==> src/rtl/a_fifo.sv <==
// First-word-fall-through synchronous FIFO. The head word is presented on o_data_out
// whenever the queue is non-empty. Full and empty come straight from the registered pointers.
module a_fifo #(
  parameter int unsigned WIDTH = 4,
  parameter int unsigned DEPTH = 4
) (
  input  logic             clk,
  input  logic             clear,
  input  logic [WIDTH-1:0] i_data_in,
  input  logic             i_write_en,
  output logic             i_full_out,
  output logic [WIDTH-1:0] o_data_out,
  input  logic             o_read_en,
  output logic             o_empty_out
);

  localparam int unsigned AW = $clog2(DEPTH);

  logic [WIDTH-1:0] mem [DEPTH];
  logic [AW:0]      wr_ptr;
  logic [AW:0]      rd_ptr;
  logic             wr_acc;
  logic             rd_acc;

  // Both pointers carry one extra MSB, the wrap bit. It tells full apart from empty
  // when the low bits of the two pointers are equal.
  always_comb begin
    o_empty_out = (wr_ptr == rd_ptr);
    i_full_out  = (wr_ptr[AW] != rd_ptr[AW]) && (wr_ptr[AW-1:0] == rd_ptr[AW-1:0]);
    wr_acc      = i_write_en && !i_full_out;
    rd_acc      = o_read_en && !o_empty_out;
    o_data_out  = o_empty_out ? '0 : mem[rd_ptr[AW-1:0]];
  end

  always_ff @(posedge clk) begin
    if (clear) begin
      wr_ptr <= '0;
      rd_ptr <= '0;
    end else begin
      if (wr_acc) wr_ptr <= wr_ptr + {{AW{1'b0}}, 1'b1};
      if (rd_acc) rd_ptr <= rd_ptr + {{AW{1'b0}}, 1'b1};
    end
  end

  // Reset does not clear the storage array; the pointers alone define the valid contents.
  always_ff @(posedge clk) begin
    if (!clear && wr_acc) mem[wr_ptr[AW-1:0]] <= i_data_in;
  end

endmodule

==> config.mk <==
export PLATFORM = sky130hd
export DESIGN_NAME = a_fifo
export DESIGN_NICKNAME = d
export VERILOG_FILES = /design/src/rtl/a_fifo.sv
export SDC_FILE = /design/constraint.sdc
export NUM_CORES = 1
export LEC_CHECK = 0
export BUFFER_PORTS_ARGS = -buffer_cell sky130_fd_sc_hd__buf_2
export CAP_MARGIN = 20
export CORE_ASPECT_RATIO = 1.1
export CORE_MARGIN = 8
export CORE_UTILIZATION = 30
export CTS_BUF_LIST = sky130_fd_sc_hd__clkbuf_8
export CTS_CLUSTER_DIAMETER = 80
export DETAILED_ROUTE_END_ITERATION = 10
export GPL_TIMING_DRIVEN = 0
export SYNTH_ARGS = -nofsm -noshare
export SYNTH_HDL_FRONTEND = slang
export SYNTH_SLANG_ARGS = --single-unit
==> constraint.sdc <==
create_clock -name clk -period 3 [get_ports clk]
set_input_delay 0 -clock clk [delete_from_list [all_inputs] [get_ports clk]]
set_output_delay 0 -clock clk [all_outputs]
set_load 0.02 [all_outputs]
==> impl_summary.txt, run 1 <==
----------------------------------------------------
[Timing]
  Tcrit/Tclk final ... between 70% and 80%
  Worst Tran Pin Value ... about 800 ps
  Max frequency ... 459.2 MHz
  Total of endpoints with negative setup slack in the final report ... 0
  Slack of the critical path ... 822.1 ps
  Worst clock skew on the final layout ... about 1.8 ps
  Final hold viol count ... 0
  Fin crit period ... about 2200 ps
  RSZ-0062 raised after global routing ... no
  Setup TNS after final layout ... 0 ps
  Normalized max-slew margin ... between 40% and 50%
  Final slew viol count ... 0

[Hold path]
  Type of the most critical hold path ... input port to flip-flop
  Cell depth of the worst min-delay path ... 3

[Place]
  Buffers on Ports ... 13
  Pre-CTS setup slack ... 803.5 ps
  GP Congestion ... just under 0.8
  HPWL after DPL ... 1.755 mm

[Logic synthesis]
  Mean cell area of the mapped netlist ... around 13 µm²
  Synthesized netlist net count ... about 110
  Number of distinct library cells after synthesis ... 27
  Proportion of synthesized chip area in sequential cells ... a little over half
  Cell Area, Synth ... ~0.0012 mm²
  Count of yosys warnings during synthesis ... 0
  Syn Inst Count ... 94
  Post-synthesis register bit count ... 24

[Worst setup path]
  Reg-to-reg critical path endpoint ... mem[0][3]$_DFFE_PP_
  Crit-path max FO ... 8
  Startpoint types ... flip-flop
  Number of cells on the worst reg-to-reg path ... 3
  Kind of end point of the critical path ... flip-flop
  Biggest cell delay along the critical path ... between 600 and 700 ps
  Cells along the critical path ... xor2_1 > nor3_1 > nor3b_1
  Critical Path Slowest Stage Cell ... nor3b_1
  Critical path class ... flip-flop to flip-flop
  Termination of the worst setup path ... mem[0][3]$_DFFE_PP_
  Worst reg-to-reg setup slack ... approximately 820 ps
  Reg-to-reg startpoint ... wr_ptr[0]$_SDFFE_PP0P_
  Setup crit start ... wr_ptr[0]$_SDFFE_PP0P_
  Required @ worst endpoint ... 2900 ps
  Data arrival time at the worst-slack endpoint ... roughly 2100 ps

[GRT]
  All-layer global routing usage ... between 8 and 9%
  Number of global-route vias before repair ... 850
  Maximum number of pins on one net before global-route repair ... 15
  First-pass GRT wire length ... 3.877 mm
  Antenna violations before repair ... 0
  GRT Residual Overflow ... 0

[Layout]
  Leading cell type in the layout, fill and taps excluded ... edfxtp_1
  N_diodes ... 0
  Ratio of cells with drive above 1 in the final layout ... about a fifth
  Layout Area Growth over Synthesis ... 20.53%
  Final #Nets ... 129
  Leading cell types in the layout, fill and taps excluded ... 16 x edfxtp_1, 14 x buf_2, 8 x dfxtp_1

[Floorplan]
  Starting density of the core ... a little under a third
  Die Width ... around 76 µm
  Overall die area ... around 0.006 mm²
  Number of rows in the core area ... 24
  I/O pin count ... 14
  Placeable core region ... between 0.003 and 0.004 mm²
  Die Y ... between 80 and 90 µm

[Power and ir drop]
  Switching Fraction ... 37.17%
  Standby leakage power ... between 0.5 and 0.6 nW
  Share of total power in combinational logic ... between 40% and 50%
  Worst vdd rail ir drop ... slightly below 300 µV
  Relative contribution of sequential cells to total power ... 36.8%
  Internal Dissipation ... between 0.7 and 0.8 mW
  Clock Power Share ... approximately 22%
  P_sw ... 0.4701 mW
  Power density normalized to cell area ... 892.2 mW/mm²

[Drt]
  Detailed-route vias per instance ... between 4 and 5
  DR WL/cell ... 13.63 µm
  DR vias ... 815
  Number of violations reported at the end of detailed-routing iteration 0 ... 36
  1st-pass router iterations ... 4
  Post-route ant nets ... 0
  Post-detailed-routing wire length ... 2.277 mm
  Number of remaining DRC errors ... 0

[Outcome]
  Run status ... completed

[Clock tree]
  Post-CTS Repair Setup Buffers ... 0
  CTS clk-pin slew, worst paths ... roughly 80 ps
  Clock tree from TritonCTS ... built
  Buffer levels on the longest clock path ... 2
  Clock Sink Count ... 24
  Number of buffers created by CTS ... 3
  H-tree level count ... 1
  Clk_lat worst skew ... approximately 260 ps
  Buffer type at the clock tree root ... clkbuf_8

[Run]
  Number of maximum-capacitance constraint violations ... 0

----------------------------------------------------
==> state kept, by name, indices dropped and copies added (netlist names), named ones only <==
register  flops
mem          16
rd_ptr        3
wr_ptr        3
==> power by group through the flow <==
stage          registers [mW]  clock network, mW  logic (mW)
2_1_floorplan           0.457                  0       0.380
3_3_place_gp            0.471                  0       0.514
3_5_place_dp            0.475                  0       0.521
4_1_cts                 0.468              0.288       0.526
5_1_grt                 0.476              0.297       0.572
6_report                0.466              0.279       0.519
==> worst min path at each step <==
stage,start,to,slack [ps]
floorplan,i_data_in[0],mem[0][0]$_DFFE_PP_,100
detailed placement,i_data_in[1],mem[3][1]$_DFFE_PP_,220
finish,i_write_en,wr_ptr[1]$_SDFFE_PP0P_,120
global placement,i_data_in[2],mem[1][2]$_DFFE_PP_,220
global route,i_write_en,wr_ptr[1]$_SDFFE_PP0P_,130
CTS,i_write_en,wr_ptr[1]$_SDFFE_PP0P_,110
==> cell families (layout without fill, tap and decap cells) <==
| family | Yosys count | count (layout) | share of synthesized area (%) |
|---|---|---|---|
| multiplexers | 4 | 4 | 7.660 |
| flip-flops | 24 | 24 | 54.47 |
| XOR/XNOR | 6 | 6 | 4.469 |
| AND/OR/NAND/NOR | 33 | 33 | 16.70 |
| buffers and inverters | 7 | 28 | 2.978 |
| AO/OA/AOI/OAI | 15 | 15 | 8.405 |
| adder cells (fa/ha/maj) | 5 | 5 | 5.319 |
==> routing by layer <==
layer,part of all wire (%),up-vias,track usage [%]
met2,49,27,14.52
met1,42,386,9.084
li1,-,400,-
met4,0.70,0,1.731
met3,7.6,2,3.053
met5,0,-,0
==> worst max-delay path: cells and delay by family (launching register included) <==
| family | cells | cell delay [ps] |
|---|---|---|
| xor gates and xnor gates | 1 | 470 |
| and+or+nand+nor | 2 | 840 |
| DFF | 1 | 500 |
==> what timing repair did <==
| item | in CTS | in global routing |
|---|---|---|
| gates resized for setup | 0 | 0 |
| hold endpoints to repair | 16 | 0 |
| hold buffers | 4 | 0 |
==> per-stage QoR <==
stage	util (%)	power (mW)	instance area (µm²)	instances	hold slack [ps]
after detailed placement	33.72	0.9955	1306	159	222.2
final	36.60	1.265	1418	167	115.8
after CTS	36.60	1.282	1418	167	112.7
after global placement	33.72	0.9855	1306	159	218.7
after global routing	36.60	1.346	1418	167	127.8
after floorplan	-	0.8377	1176	94	98.87
==> area by class of cell <==
cell class / instances / area (µm²)
buffer: 3 / 20.02
clock buffer: 3 / 41.29
clock inverter: 1 / 30.03
fill: 383 / 2456
inverter: 4 / 15.01
multi-input combinational: 63 / 500.5
sequential: 24 / 640.6
tap: 52 / 65.06
timing repair buffer: 17 / 105.1
==> synthesized netlist by cell type <==
| cell | number | area [µm²] |
|---|---|---|
| o211ai_1 | 2 | 15.01 |
| and3_1 | 1 | 6.260 |
| clkbuf_1 | 1 | 3.750 |
| a41oi_1 | 2 | 17.52 |
| buf_6 | 1 | 11.26 |
| buf_2 | 1 | 5.000 |
| nand2b_1 | 1 | 6.260 |
| mux4_2 | 4 | 90.09 |
| ha_1 | 5 | 62.56 |
| edfxtp_1 | 16 | 480.5 |
| nand2_1 | 4 | 15.01 |
| nor2b_1 | 4 | 25.02 |
| nand3_1 | 6 | 30.03 |
| nor3b_1 | 5 | 37.54 |
| xor2_1 | 3 | 26.28 |
| o21ai_0 | 4 | 20.02 |
| nand4_1 | 4 | 25.02 |
| or4_1 | 1 | 7.510 |
| nor3_1 | 2 | 10.01 |
| a21oi_1 | 2 | 10.01 |
| and2_1 | 3 | 18.77 |
| a211o_1 | 2 | 17.52 |
| inv_1 | 4 | 15.01 |
| a31oi_1 | 3 | 18.77 |
| and2b_1 | 2 | 15.01 |
| xnor2_1 | 3 | 26.28 |
| dfxtp_1 | 8 | 160.2 |
Power figures use the tool's default switching activity.
==> run 2, diff against run 1 <==
ABC_AREA = 1   (was not set)
clock period = 2.1 ns   (was 3 ns; I/O delays follow)
==> run 2 against run 1 <==
  * Clock power grew 42%
  * Total power shrank 5.6%
  * Clock skew grew 1.4 ps
  * Register-to-register slack lost 410 ps
  * Final cell count grew 18%
  * Global-route usage shrank 0.58 points
  * Sequential cell count is the same
  * Setup slack lost 410 ps
  * Design area shrank 2.9%
  * Highest routed layer unchanged
  * Non-clock buffer count shrank 1
  * First-iteration DRC count grew 25%
  * Maximum frequency grew 29%
==> impl_summary.txt, run 2 <==
----------------------------------------------------
[Drt]
  DR WL/cell ... 10.93 µm (-20%)
  1st-pass router iterations ... 4 (unchanged)
  Post-route ant nets ... 0 (unchanged)
  DR vias ... 843 (+3.4%)
  Number of remaining DRC errors ... 0 (unchanged)
  Post-detailed-routing wire length ... 2.154 mm (-5.4%)
  Number of violations reported at the end of detailed-routing iteration 0 ... 45 (+25%)
  Detailed-route vias per instance ... 4.279 (-12%)

[Clock tree]
  H-tree level count ... 1 (unchanged)
  Buffer type at the clock tree root ... clkbuf_8
  Clock tree from TritonCTS ... built
  Clock Sink Count ... 24 (unchanged)
  Clk_lat worst skew ... 260 ps (about the same)
  Buffer levels on the longest clock path ... 2 (unchanged)
  Post-CTS Repair Setup Buffers ... 0 (unchanged)
  Number of buffers created by CTS ... 3 (unchanged)
  CTS clk-pin slew, worst paths ... 80 ps (about the same)
  Number of hold-repair buffers added at the cts stage ... 4 (unchanged)
  Number of cells upsized or downsized after cts ... 0 (unchanged)

[Layout]
  Register cell area after layout ... 640.6 µm² (unchanged)
  Layout Area Growth over Synthesis ... 21.01%
  Final #Nets ... 161 (+25%)
  N_diodes ... 0 (unchanged)
  Ratio of cells with drive above 1 in the final layout ... 17.01% (-3.0 points)
  Fill cells ... 381 (-0.52%)
  Post-Layout Inst Area ... 0.001376 mm² (-2.9%)
  Utilization after layout ... 37.66% (+1.1 points)
  Leading cell types in the layout, fill and taps excluded ... 24 x nand2_1, 21 x inv_1, 21 x nor2_1
  Max reg flops ... 16 (unchanged)
  Area occupied by multi-input gates ... 401.6 µm² (-20%)
  Leading cell type in the layout, fill and taps excluded ... nand2_1

[Logic synthesis]
  Count of yosys warnings during synthesis ... 0 (unchanged)
  Number of distinct library cells after synthesis ... 16 (-41%)
  Synthesized netlist net count ... 139 (+30%)
  Post-synthesis register bit count ... 24 (unchanged)
  Cell with the most instances after synthesis ... nand2_1
  Top_reg_cell synth ... edfxtp_1
  Syn Inst Count ... 126 (+34%)
  Proportion of synthesized flip-flops having asynchronous set or reset ... 0% (unchanged)
  Top cells by instance count after synthesis ... 24 x nand2_1, 21 x inv_1, 21 x nor2_1
  Mean cell area of the mapped netlist ... 9.027 µm² (-28%)
  Dominant cells by area after synthesis ... edfxtp_1 42%, dfxtp_1 14%, nand2_1 7.9%
  Proportion of synthesized chip area in sequential cells ... 56.33% (+1.9 points)
  Number of flops mapped to enable cells by yosys ... 16 (unchanged)
  Cell accounting for the most synthesized area ... edfxtp_1
  Area share of the largest cell type after synthesis ... 42.24% (+1.4 points)
  Cell Area, Synth ... 0.001137 mm² (-3.3%)

[Timing]
  Worst Tran Pin Value ... 435.5 ps (-343.6 ps)
  Tcrit/Tclk final ... 80.42% (+7.8 points)
  Fin crit period ... 1689 ps (-489.0 ps)
  Final slew viol count ... 0 (unchanged)
  RSZ-0062 raised after global routing ... no
  Final hold viol count ... 0 (unchanged)
  Max frequency ... 592.1 MHz (+29%)
  Setup TNS after final layout ... 0 ps (unchanged)
  Slack of the critical path ... 411.1 ps (-411.0 ps)
  Normalized max-slew margin ... 70.81% (+23 points)
  Total of endpoints with negative setup slack in the final report ... 0 (unchanged)
  Worst clock skew on the final layout ... 3.185 ps (+1.376 ps)

[Floorplan]
  Overall die area ... 0.006019 mm² (-2.6%)
  Die Y ... 80.58 µm (-1.3%)
  Number of rows in the core area ... 23 (-4.2%)
  Placeable core region ... 0.003655 mm² (-5.7%)
  Starting density of the core ... 31.12% (+0.76 points)
  Die Width ... 74.71 µm (-1.3%)
  I/O pin count ... 14 (unchanged)

[Worst setup path]
  Crit-path max FO ... 8 (unchanged)
  Biggest cell delay along the critical path ... 440 ps (-240 ps)
  Startpoint types ... flip-flop
  Cells along the critical path ... inv_1 > nand2_1 > nand2_1 > nand3_2 > nand3_1 > nor2_1
  WP buf/inv ... 1 (+1)
  Kind of cell adding the most delay to the critical path ... simple AND/OR/NAND/NOR gates
  Critical path class ... flip-flop to flip-flop
  Most frequent cell on the critical path ... nand2_1
  Data arrival time at the worst-slack endpoint ... 1610 ps (-470 ps)
  Required @ worst endpoint ... 2020 ps (-880 ps)
  Kind of end point of the critical path ... flip-flop
  Critical Path Slowest Stage Cell ... dfxtp_1

[Place]
  GP Congestion ... 0.7319 (-5.2%)
  Buffers on Ports ... 13 (unchanged)
  Pre-CTS setup slack ... 406.6 ps (-396.9 ps)
  HPWL after DPL ... 1.600 mm (-8.8%)
  Cell area reported after detailed placement ... 0.001265 mm² (-3.2%)

[Power and ir drop]
  Power density normalized to cell area ... 867.4 mW/mm² (-2.8%)
  Standby leakage power ... 0.6195 nW (+20%)
  Total power of the final layout ... 1.194 mW (-5.6%)
  Worst vdd rail ir drop ... 272.7 µV (-8.2%)

[Outcome]
  Run status ... completed

[GRT]
  Antenna violations before repair ... 0 (unchanged)
  GRT Residual Overflow ... 0 (unchanged)
  Number of global-route vias before repair ... 744 (-12%)
  All-layer global routing usage ... 7.622% (-0.58 points)
  Maximum number of pins on one net before global-route repair ... 15 (unchanged)
  First-pass GRT wire length ... 3.470 mm (-10%)

[Hold path]
  Type of the most critical hold path ... input port to flip-flop

[Run]
  Number of maximum-capacitance constraint violations ... 0 (unchanged)

----------------------------------------------------
run 2: cell count changes in the layout (fill, tap and decap cells not counted), moves of 4 or more:
cell and change:
nand2_1 +20, nor3b_1 -5, nor2_1 +21, inv_1 +17, mux4_2 -4, o21ai_0 +6, nand4_1 -4, nor2b_1 -4
run 2: report_power, final:
part	total (mW)	switching [mW]	internal [mW]
clock network	0.396	0.141	0.255
registers	0.551	0.0233	0.528
logic	0.246	0.156	0.0902
run 2: cells by family (layout without fill, tap and decap cells):
| kind of cell | Yosys count | count (layout) | share of synthesized area, % |
|---|---|---|---|
| and+or+nand+nor | 56 | 56 | 21.56 |
| buffers and inverters | 23 | 44 | 8.361 |
| DFF | 24 | 24 | 56.33 |
| adders and majority gates | 5 | 5 | 5.501 |
| AOI/OAI and AO/OA | 18 | 18 | 8.251 |
run 2: metal layers:
| layer | up-vias | part of all wire (%) | GRT usage (%) |
|---|---|---|---|
| li1 | 444 | - | - |
| met1 | 381 | 46 | 9.131 |
| met2 | 14 | 48 | 12.04 |
| met3 | 4 | 4.6 | 2.366 |
| met4 | 0 | 1.7 | 3.529 |
| met5 | - | 0 | 0 |
run 2: through the flow:
step	std cells	hold WS, ps
finish	197	68.27
global route	197	76.23
detailed placement	189	223.9
floorplan	126	98.87
global placement	189	213.7
CTS	197	62.78
run 2: cell type report:
| class | count | area share (%) |
|---|---|---|
| inverter | 21 | 5.727 |
| timing repair buffer | 17 | 7.636 |
| buffer | 2 | 1.182 |
| tap | 50 | 4.545 |
| sequential | 24 | 46.55 |
| clock buffer | 3 | 3.000 |
| clock inverter | 1 | 2.182 |
| multi-input combinational | 79 | 29.18 |
run 2: tightest hold or removal path: cells and delay by family:
family	cells	cell delay (ps)
AO/OA/AOI/OAI	1	70
buffers and inverters	1	140
AND/OR/NAND/NOR	1	90
run 2: path summary, 6_finish.rpt:
path	start	endpoint	slack, ps	cells past startpoint
min reg2reg	wr_ptr[2]$_SDFFE_PP0P_	wr_ptr[2]$_SDFFE_PP0P_	550	2
min	o_read_en	flip-flop	70	3
max	wr_ptr[0]$_SDFFE_PP0P_	mem[1][2]$_DFFE_PP_	410	6
max reg2reg	wr_ptr[0]$_SDFFE_PP0P_	mem[1][2]$_DFFE_PP_	410	6
